## config.mk

```make
export PLATFORM = sky130hd
export DESIGN_NAME = fp_norm_shift
export DESIGN_NICKNAME = d
export VERILOG_FILES = /design/src/rtl/fp_norm_pkg.sv /design/src/rtl/fp_norm_stage_reg.sv /design/src/rtl/fp_norm_shift.sv
export SDC_FILE = /design/constraint.sdc
export NUM_CORES = 1
export LEC_CHECK = 0
export CAP_MARGIN = 40
export CORE_ASPECT_RATIO = 0.9
export CORE_MARGIN = 2
export CORE_UTILIZATION = 35
export DETAILED_ROUTE_END_ITERATION = 12
export DONT_BUFFER_PORTS = 1
export PLACE_DENSITY_LB_ADDON = 0.08
export SLEW_MARGIN = 40
export SYNTH_ARGS = -nofsm -noshare
export SYNTH_HDL_FRONTEND = slang
export SYNTH_SLANG_ARGS = --single-unit
```

## constraint.sdc

```tcl
create_clock -name clk_i -period 2.2 [get_ports clk_i]
set_clock_uncertainty 0.05 [all_clocks]
set_input_delay 0.44 -clock clk_i [delete_from_list [all_inputs] [get_ports clk_i]]
set_output_delay 0.44 -clock clk_i [all_outputs]
set_load 0.02 [all_outputs]
```

## src/rtl/fp_norm_pkg.sv

```systemverilog
// Shared widths, sentinel and per-stage payload for the mantissa normalizer.
// Payload widths are fixed here; the top's parameters default to the same values.
package fp_norm_pkg;

   localparam int MANT_W = 96;
   localparam int EXP_W  = 16;
   localparam int POS_W  = 7;
   localparam int TAG_W  = 8;

   // Find-first-one reports all-ones when the mantissa has no set bit.
   localparam int NO_ONE = 2**POS_W - 1;

   function automatic int shift_width(input int mw);
      return $clog2(mw);
   endfunction

   localparam int SHIFT_W = shift_width(MANT_W);

   typedef struct packed {
      logic [MANT_W-1:0]  mant;
      logic [EXP_W-1:0]   exp;
      logic [SHIFT_W-1:0] shift;
      logic               zero;
      logic               denorm;
      logic [TAG_W-1:0]   tag;
   } stage_payload_t;

   localparam int PAYLOAD_W = $bits(stage_payload_t);

endpackage

```

## src/rtl/fp_norm_stage_reg.sv

```systemverilog
// One handshaked pipeline register: payload plus valid bit, loaded when its ready is high.
module fp_norm_stage_reg #(
   parameter int W = 8
) (
   input  logic         clk_i,
   input  logic         rst_ni,
   input  logic         load_i,
   input  logic         valid_i,
   input  logic [W-1:0] data_i,
   output logic         valid_o,
   output logic [W-1:0] data_o
);

   logic         valid_reg;
   logic [W-1:0] data_reg;

   // Data only captures on a real beat, so a drained stage keeps its last payload.
   always_ff @(posedge clk_i or negedge rst_ni) begin
      if (!rst_ni) begin
         valid_reg <= 1'b0;
         data_reg  <= '0;
      end else if (load_i) begin
         valid_reg <= valid_i;
         if (valid_i) begin
            data_reg <= data_i;
         end
      end
   end

   assign valid_o = valid_reg;
   assign data_o  = data_reg;

endmodule

```

## src/rtl/fp_norm_shift.sv

```systemverilog
// Three-stage normalizer: decode shift/exponent, coarse byte shift, fine bit shift.
// Handles zero and denormal results; valid/ready chained back from the output.
module fp_norm_shift
   import fp_norm_pkg::*;
#(
   parameter int MW   = MANT_W,
   parameter int EW   = EXP_W,
   parameter int POSW = POS_W,
   parameter int TW   = TAG_W
) (
   input  logic            clk_i,
   input  logic            rst_ni,
   input  logic            valid_i,
   output logic            ready_o,
   input  logic [MW-1:0]   mant_i,
   input  logic [EW-1:0]   exp_i,
   input  logic [POSW-1:0] pos_i,
   input  logic [TW-1:0]   tag_i,
   output logic            valid_o,
   input  logic            ready_i,
   output logic [MW-1:0]   mant_o,
   output logic [EW-1:0]   exp_o,
   output logic            zero_o,
   output logic            denorm_o,
   output logic [TW-1:0]   tag_o
);

   localparam int SW     = shift_width(MW);
   localparam int NSTAGE = 3;

   stage_payload_t    stage_in  [NSTAGE];
   stage_payload_t    stage_out [NSTAGE];
   logic [NSTAGE-1:0] stage_vin;
   logic [NSTAGE-1:0] stage_v;
   logic [NSTAGE-1:0] stage_load;

   logic              rdy_s1;
   logic              rdy_s2;
   logic              rdy_s3;
   logic              zero_dec;
   logic [SW-1:0]     sh_dec;

   // A stage may load when it is empty or the stage after it is draining.
   always_comb begin
      rdy_s3     = !stage_v[2] || ready_i;
      rdy_s2     = !stage_v[1] || rdy_s3;
      rdy_s1     = !stage_v[0] || rdy_s2;
      stage_load = {rdy_s3, rdy_s2, rdy_s1};
      stage_vin  = {stage_v[1], stage_v[0], valid_i};
   end

   assign ready_o = rdy_s1;

   always_comb begin
      zero_dec = (32'(pos_i) == NO_ONE) || (32'(pos_i) > MW - 1);
      sh_dec   = SW'(MW - 1) - SW'(pos_i);

      stage_in[0]     = '0;
      stage_in[0].tag = tag_i;
      if (zero_dec) begin
         stage_in[0].zero = 1'b1;
      end else if (exp_i > EW'(sh_dec)) begin
         stage_in[0].mant  = mant_i;
         stage_in[0].shift = sh_dec;
         stage_in[0].exp   = exp_i - EW'(sh_dec);
      end else begin
         // Exponent would underflow: shift only as far as exponent 1 allows, then
         // report the denormal encoding (exp 0) with the implied shift of one less.
         stage_in[0].mant   = mant_i;
         stage_in[0].denorm = 1'b1;
         stage_in[0].shift  = (exp_i == '0) ? '0 : SW'(exp_i - EW'(1));
      end

      stage_in[1]      = stage_out[0];
      stage_in[1].mant = stage_out[0].mant << {stage_out[0].shift[SW-1:3], 3'b000};

      stage_in[2]      = stage_out[1];
      stage_in[2].mant = stage_out[1].mant << stage_out[1].shift[2:0];
   end

   for (genvar gi = 0; gi < NSTAGE; gi++) begin : g_stage
      fp_norm_stage_reg #(
         .W (PAYLOAD_W)
      ) u_stage (
         .clk_i   (clk_i),
         .rst_ni  (rst_ni),
         .load_i  (stage_load[gi]),
         .valid_i (stage_vin[gi]),
         .data_i  (stage_in[gi]),
         .valid_o (stage_v[gi]),
         .data_o  (stage_out[gi])
      );
   end

   assign valid_o  = stage_v[2];
   assign mant_o   = stage_out[2].mant;
   assign exp_o    = stage_out[2].exp;
   assign zero_o   = stage_out[2].zero;
   assign denorm_o = stage_out[2].denorm;
   assign tag_o    = stage_out[2].tag;

endmodule
```

Word-level counts from Yosys, hierarchy flattened
Cells that the tools add are included.

word-level totals
  flip-flop bits (word level) = 390
  bits of input ports = 131
  output and inout bits = 124

cells by class
  $add $sub $neg = 3
  $lt $le $gt $ge = 2
  eq/ne operators = 1
  shift-type cells = 2
  muxes and demuxes = 7
  reduce and logical (&&, ||, !) cells = 11

operators by type and width
  cell                                                                number
  119-bit 2-to-1 mux                                                  1
  96-bit by 3-bit << shifter with 96-bit output                       1
  96-bit by 7-bit << shifter with 96-bit output                       1
  16-bit by 7-bit greater-than comparator with 1-bit output           1
  16-bit logical NOT                                                  1
  16-bit 2-to-1 mux                                                   1
  16-bit by 7-bit subtractor with 16-bit output                       1
  7-bit 2-to-1 mux                                                    2
  7-bit == test, second input constant                                1
  7-bit greater-than comparator, second input constant                1
  7-bit by 1-bit subtractor with 7-bit output, second input constant  1
  7-bit subtractor, first input constant                              1
  2-bit AND reduction                                                 3
  1-bit logical OR                                                    4
  1-bit logical NOT                                                   3
  1-bit 2-to-1 mux                                                    3

Depth between registers and ports, before layout
Gate-level depths: netlist of run 1.

  depth in word-level cells = 5
  gate-level depth with buffers = 11
  gate-level depth less buffers = 10

Hierarchy
Synthesis of run 1 repeated with hierarchy kept, for this count alone.

second synthesis, totals
  cell total of the unflattened synthesis = 1,862
  area total of the unflattened synthesis = 23,601.4 um2

modules (own cells, without submodules)
  module             times used  cells an instance  area each (um2)  sequential area each (um2)
  fp_norm_stage_reg  3           276                5,228.8          3,253.1
  fp_norm_shift      1           1,034              7,915.1          0.0

Worst setup path after synthesis of run 1
No wires, ideal clock.

  kind = input to register
  start = input port pos_i[5]
  end = register g_stage[0].u_stage.data_reg[10]
  library setup time = 0.126 ns
  arrival time = 2.282 ns
  data required time = 2.024 ns
  path slack = -0.258 ns
  cell stages on the path = 9
  buffers on the path = 2
  cell sequence = ha_1 -> ha_1 -> clkbuf_1 -> a211o_1 -> a31oi_1 -> o21a_1 -> o21bai_4 -> buf_6 -> a221o_1

between the ends
  longest elaborated chain between the ends = 4
  elaborated cells between the ends (all ways) = 7

RTL lines
  element                                                    line                     text
  start: declaration                                         fp_norm_shift.sv:17      input logic [POSW-1:0] pos_i,
  7-bit subtractor                                           fp_norm_shift.sv:56      sh_dec = SW'(MW - 1) - SW'(pos_i);
  16-bit by 7-bit greater-than comparator with 1-bit output  fp_norm_shift.sv:62      end else if (exp_i > EW'(sh_dec)) begin
  7-bit 2-to-1 mux                                           fp_norm_shift.sv:62
  119-bit 2-to-1 mux (*)                                     fp_norm_shift.sv:60      if (zero_dec) begin
  end signal: assignment                                     fp_norm_stage_reg.sv:25  data_reg <= data_i;
  end: declaration                                           fp_norm_stage_reg.sv:15  logic [W-1:0] data_reg;

Mark *: on every way between the ends. The rest lies on a longest branch, timed or not.
A chain may end at the register's enable or synchronous reset.

Worst setup path in the final report of run 1
  start = register g_stage[0].u_stage.data_reg[13]
  end = register g_stage[1].u_stage.data_reg[97]

between the ends
  longest elaborated chain between the ends = 1

RTL lines
  element                                        line                     text
  96-bit by 7-bit << shifter with 96-bit output  fp_norm_shift.sv:75      stage_in[1].mant = stage_out[0].mant << {stage_out[0].shift[SW-1:3], 3'b000};
  end signal: assignment                         fp_norm_stage_reg.sv:25
  end: declaration                               fp_norm_stage_reg.sv:15

Every way passes these cells.

==> impl_metrics.yaml, run 1 <==
grt:
  grt-ovfl-total: 0
  antenna_found_initial: 0
  grt_pass1_vias: 15664
  grt_pass1_wl_mm: 104
  grt_max_degree: 380
  gr-usage-all-layers_pct: 22.5
critical_path:
  cp_slowest_stage_delay_ns: 0.52
  critPathBufInv: 3
  critPathTopFamily: "flip-flops"
  slowest_stage: "dfrtp_4"
  end_kind: "flop"
  cp_max_fo: 11
  r2r-end: "g_stage[1].u_stage.data_o[97]"
  reg2reg_depth: 8
  cp.required_ns: 2.58
  cp.arrival_ns: 2.54
  timing.rr.start: "g_stage[0].u_stage.data_o[13]"
  r2r_slack_ns: 0.04
  critPathKind: "reg -> reg"
  crit_chain: "buf_12, buf_4, mux4_2, nand2_1, a21oi_1, a21oi_1, buf_4, o21ai_0"
  worstSetupStartpointType: "flop"
floorplanning:
  die_y_um: 235
  core_mm2: 0.0585
  start_util_pct: 35.5
  fp-row-count: 84
  pin_count: 255
  die_w_um: 261
  die_area_mm2: 0.0613
power_and_ir_drop:
  powerDensity_mw_per_mm2: 1100
  ir_drop_mv: 0.509
  combPwrFrac_pct: 29.6
  leakagePower_nw: 10.5
  switching_share_pct: 37.5
  power.total_mw: 27.6
  p_switching_mw: 10.4
  power_frac_seq_pct: 43.5
  clockPowerShare_pct: 26.9
  power.internal_mw: 17.3
timing:
  final_hold_viol_count: 379
  whs_ns: -0.496
  fmax_ghz: 0.464
  setup_viol: 0
  rsz0062_at_grt: "false"
  min_period_ns: 2.16
  slew_viol_final: 0
  worst_pin_slew_ns: 0.812
  period_share_pct: 98.0
  slew_headroom_pct: 45.8
synthesis:
  yosys.area.top_type: "dfrtp_1"
  synth_area_leaders: "dfrtp_1 46%, mux4_2 14%, mux2i_1 8.8%"
  synth_edf_count: 0
  ys.flop_type: "dfrtp_1"
  synth_area_mm2: 0.0208
  synth_cells: 1882
  syn_nets: 2024
  synth_seq_cells: 379
  syn_area_per_cell_um2: 11.0
  ys_seq_area_share_pct: 45.7
  yosys_warnings: 0
  yosys.area.top_type_share_pct: 45.7
  async_reset_ff_share_pct: 100
  ys_types: 54
final_layout:
  drive_above_1_share_pct: 22.5
  area_delta_synth_final_pct: 20.6
  final_common_cell: "dfrtp_1"
  final_cell_mix: "374 x dfrtp_1, 298 x nand2_1, 274 x o21ai_0"
  final_nets: 2157
  antenna_cells: 0
clocking:
  clkTransAtPathRegs_ns: 0.06
  ctsHtreeMaxLevel: 2
  hold_buffers: 94
  root_buffer: "clkbuf_16"
  tritoncts: "done"
  clkSinkCount: 379
  clockBufferDepth: 3
  insertion_delay_ns: 0.58
  numCtsBuffers: 45
route:
  via_per_inst: 5.39
  wirelength_mm: 68.1
  vias: 15223
  first_pass_iters: 5
  drc: 0
  drt_iter0_markers: 1172
  wl_per_cell_um: 24.1
  antenna_left: 0
placed_design:
  globalplace.congestion: 0.954
  hpwl_mm: 51.5
  port_buffers: 0
min_path:
  min_path_type: "in -> async"
status:
  failed_checks: "negative hold slack"
  status: "finished, violations left"
run:
  cap_violations: 0
==> logic make-up (layout without fill, tap and decap cells) <==
| group | count (synthesis) | count (layout) | synth area share, % |
|---|---|---|---|
| xor gates and xnor gates | 16 | 16 | 0.675 |
| muxes | 386 | 386 | 26.8 |
| DFF | 379 | 379 | 45.7 |
| AOI/OAI and AO/OA | 433 | 433 | 12.2 |
| buffers and inverters | 165 | 331 | 3.22 |
| adders and majority gates | 11 | 11 | 0.699 |
| and+or+nand+nor | 492 | 492 | 10.8 |
==> worst max path at each step <==
stage / from / to / depth (start not counted) / slack, ns
5_1_grt: g_stage[0].u_stage.data_o[13] / g_stage[1].u_stage.data_o[107] / 6 / 0.00004
2_1_floorplan: pos_i[5] / g_stage[0].u_stage.data_o[10] / 9 / -0.13
4_1_cts: g_stage[0].u_stage.data_o[14] / g_stage[1].u_stage.data_o[119] / 6 / 0.01
3_5_place_dp: exp_i[11] / g_stage[0].u_stage.data_o[19] / 6 / -0.25
6_report: g_stage[0].u_stage.data_o[13] / g_stage[1].u_stage.data_o[97] / 8 / 0.04
3_3_place_gp: pos_i[0] / g_stage[0].u_stage.data_o[22] / 11 / -0.22
==> final cells by class <==
| class | instances | area [um2] |
|---|---|---|
| clock buffer | 63 | 1290 |
| clock inverter | 17 | 164 |
| fill | 5627 | 33500 |
| inverter | 10 | 37.5 |
| multi-input combinational | 1338 | 10700 |
| sequential | 379 | 9500 |
| tap | 774 | 968 |
| timing repair buffer | 241 | 2340 |
==> cell usage after synthesis, types with 4 or more instances <==
master and instances:
dfrtp_1 379, nand2_1 301, o21ai_0 276, mux2i_1 183
mux4_2 128, clkbuf_1 102, nand2b_1 102, mux2_2 75
a21oi_1 51, nor2_1 37, a22o_1 29, buf_2 26
buf_1 23, a22oi_1 16, o2bb2ai_1 16, nor2b_1 14
a211oi_1 13, nor3_1 13, xnor2_1 13, ha_1 10
inv_1 8, o22a_1 8, a221o_1 5, o21a_1 4
==> state kept, by name, summed over array words and instances, names as in the netlist <==
register / flops
g_stage.u_stage.data_o: 376
g_stage.u_stage.valid_o: 3
==> per-layer routing <==
metal / wire length (um) / up-vias / global-route usage [%]
li1: - / 7102 / -
met5: 0 / - / 0
met2: 31300 / 350 / 35.0
met3: 2710 / 74 / 2.62
met1: 32600 / 7697 / 33.4
met4: 1450 / 0 / 5.28
==> power by group through the flow <==
stage          Clock [mW]  Combinational (mW)  Sequential, mW
6_report             7.43                8.16            12.0
5_1_grt              7.93                8.91            12.3
4_1_cts              7.64                8.14            12.1
3_5_place_dp            0                7.98            12.2
3_3_place_gp            0                7.91            12.1
2_1_floorplan           0                5.57            11.1
==> repair_timing <==
item | in CTS | in global routing
pin swaps | 0 | 0
gates resized for setup | 2 | 12
endpoints found under the setup margin | 3 | 15
endpoints found under the hold margin | 473 | 379
buffers inserted | 0 | 5
==> through the flow <==
step	cells	utilization, %	instance area (um2)	setup slack [ns]	setup TNS, ns
after floorplan	1882	-	20800	-0.128	-1.48
after global placement	2643	38.5	22500	-0.219	-4.22
after detailed placement	2643	38.5	22500	-0.247	-4.57
after CTS	2817	42.6	25000	0.0133	0
after global routing	2822	42.8	25000	0.0000402	0
final	2822	42.8	25000	0.0449	0
Power figures use the tool's default switching activity.
==> inputs of run 2 (changes only) <==
--- a/config.mk
+++ b/config.mk
@@ -10,7 +10,6 @@
 export CORE_MARGIN = 2
 export CORE_UTILIZATION = 35
 export DETAILED_ROUTE_END_ITERATION = 12
-export DONT_BUFFER_PORTS = 1
 export PLACE_DENSITY_LB_ADDON = 0.08
 export SLEW_MARGIN = 40
 export SYNTH_ARGS = -nofsm -noshare
==> impl_metrics.yaml, run 2 (synthesis results as in run 1) <==
final_layout:
  final_cell_mix: "373 x dfrtp_1, 297 x nand2_1, 265 x o21ai_0"
  largest_reg_flops: 376
  final_cells: 3056
  final_common_cell: "dfrtp_1"
  area_delta_synth_final_pct: 32.1
  drive_above_1_share_pct: 24.5
  final_nets: 2389
grt:
  use_met1_pct: 33.5
  use_met2_pct: 35.1
  antenna_found_initial: 3
  grt-ovfl-total: 0
  grt_pass1_vias: 16378
  gr-usage-all-layers_pct: 22.8
  grt_max_degree: 98
  grt_busiest_layer: "met2"
  grt_pass1_wl_mm: 106
  use_met3_pct: 3.70
timing:
  rsz0062_at_grt: "true"
  final_hold_viol_count: 0
  slew_viol_final: 0
  slew_headroom_pct: 63.1
  tns_ns: 0
  fmax_ghz: 0.458
  worst_pin_slew_ns: 0.551
  period_share_pct: 99.3
  setup_viol: 0
  min_period_ns: 2.19
route:
  drt_iter0_markers: 1221
  wl_per_cell_um: 22.6
  wirelength_mm: 69.2
  vias: 16074
  first_pass_iters: 5
  antenna_left: 0
  via_per_inst: 5.26
  drc: 0
critical_path:
  crit_chain: "buf_12, buf_4, mux4_2, mux2_2, a22oi_2, o21ai_0"
  cp.arrival_ns: 2.59
  worstSetupStartpointType: "flop"
  cp.required_ns: 2.61
  critPathBufInv: 2
  critPathKind: "reg -> reg"
  end_kind: "flop"
  cp_slowest_stage_delay_ns: 0.52
  cp_max_fo: 12
  slowest_stage: "dfrtp_4"
  critPathTopFamily: "multiplexers"
power_and_ir_drop:
  power_frac_seq_pct: 35.4
  combPwrFrac_pct: 39.3
  power.internal_mw: 19.2
  p_switching_mw: 10.7
  leakagePower_nw: 11.6
  ir_drop_mv: 0.528
  clockPowerShare_pct: 25.4
  switching_share_pct: 35.9
  powerDensity_mw_per_mm2: 1090
floorplanning:
  pin_count: 255
  die_w_um: 261
  die_y_um: 235
  core_mm2: 0.0585
  die_area_mm2: 0.0613
  fp-row-count: 84
  start_util_pct: 35.5
clocking:
  root_buffer: "clkbuf_16"
  numCtsBuffers: 44
  clkSinkCount: 379
  tritoncts: "done"
  ctsHtreeMaxLevel: 2
  insertion_delay_ns: 0.58
  clockBufferDepth: 3
  clkTransAtPathRegs_ns: 0.06
placed_design:
  globalplace.congestion: 0.894
  port_buffers: 254
  hpwl_mm: 54.3
  dp.cells: 2966
status:
  status: "finished clean"
run:
  cap_violations: 0
min_path:
  min_path_type: "in -> async"
-- run 2: repair_timing --
item,CTS,global route
setup endpoints to repair,31,41
pin swaps,5,16
setup buffers,1,5
gates cloned,1,1
gates resized for setup,21,38
hold buffers,1,0
endpoints found under the hold margin,27,0
-- run 2: power groups by stage --
stage	Sequential [mW]	Clock (mW)	Combinational (mW)
after floorplan	11.1	0	5.57
after global placement	10.6	0	11.6
after detailed placement	10.7	0	11.7
after CTS	10.6	7.79	11.7
after global routing	10.9	8.08	12.7
final	10.6	7.59	11.8
-- run 2: metal layers --
| metal | share of wire [%] | vias to the layer above |
|---|---|---|
| met5 | 0.019 | - |
| met4 | 2.2 | 2 |
| met3 | 4.9 | 79 |
| met2 | 46 | 389 |
| met1 | 47 | 8027 |
| li1 | - | 7577 |
-- run 2: metrics by stage --
step	area, um2	total power, mW	util, %	setup WS, ns	hold WS (ns)
2_1_floorplan	20800	16.7	-	-0.128	0.0944
5_1_grt	27400	31.6	46.9	-0.0567	0.287
3_5_place_dp	25700	22.4	43.8	-0.755	0.292
3_3_place_gp	25700	22.3	43.8	-0.707	0.291
4_1_cts	27200	30.1	46.5	0.00220	0.267
6_report	27400	30.0	46.9	0.0148	0.272
-- run 2: worst paths after layout --
kind	from	endpoint	slack, ns	cells after the start
setup / recovery	g_stage[0].u_stage.data_o[13]	g_stage[1].u_stage.data_o[116]	0.01	6
hold / removal	rst_ni	g_stage[2].u_stage.data_o[0]	0.27	2
setup reg to reg	g_stage[0].u_stage.data_o[13]	g_stage[1].u_stage.data_o[116]	0.01	6
hold reg to reg	g_stage[2].u_stage.data_o[66]	g_stage[2].u_stage.data_o[66]	0.42	2
max in group asynchronous	rst_ni	g_stage[0].u_stage.data_o[66]	1.04	3
min in group clk_i	exp_i[11]	g_stage[0].u_stage.data_o[28]	0.27	4
-- run 2: area by class of cell --
class	count	area (um2)
sequential	379	9500
multi-input combinational	1339	10800
clock inverter	20	229
antenna	2	5.00
fill	5369	31100
inverter	10	37.5
tap	774	968
timing repair buffer	473	4580
clock buffer	59	1270
==> inputs of run 3 (changes only) <==
--- a/config.mk
+++ b/config.mk
@@ -5,7 +5,7 @@
 export SDC_FILE = /design/constraint.sdc
 export NUM_CORES = 1
 export LEC_CHECK = 0
-export CAP_MARGIN = 40
+export CAP_MARGIN = 20
 export CORE_ASPECT_RATIO = 0.9
 export CORE_MARGIN = 2
 export CORE_UTILIZATION = 35
==> results of run 3 <==
No change in the layout: final DEF, timing and power equal those of run 2.
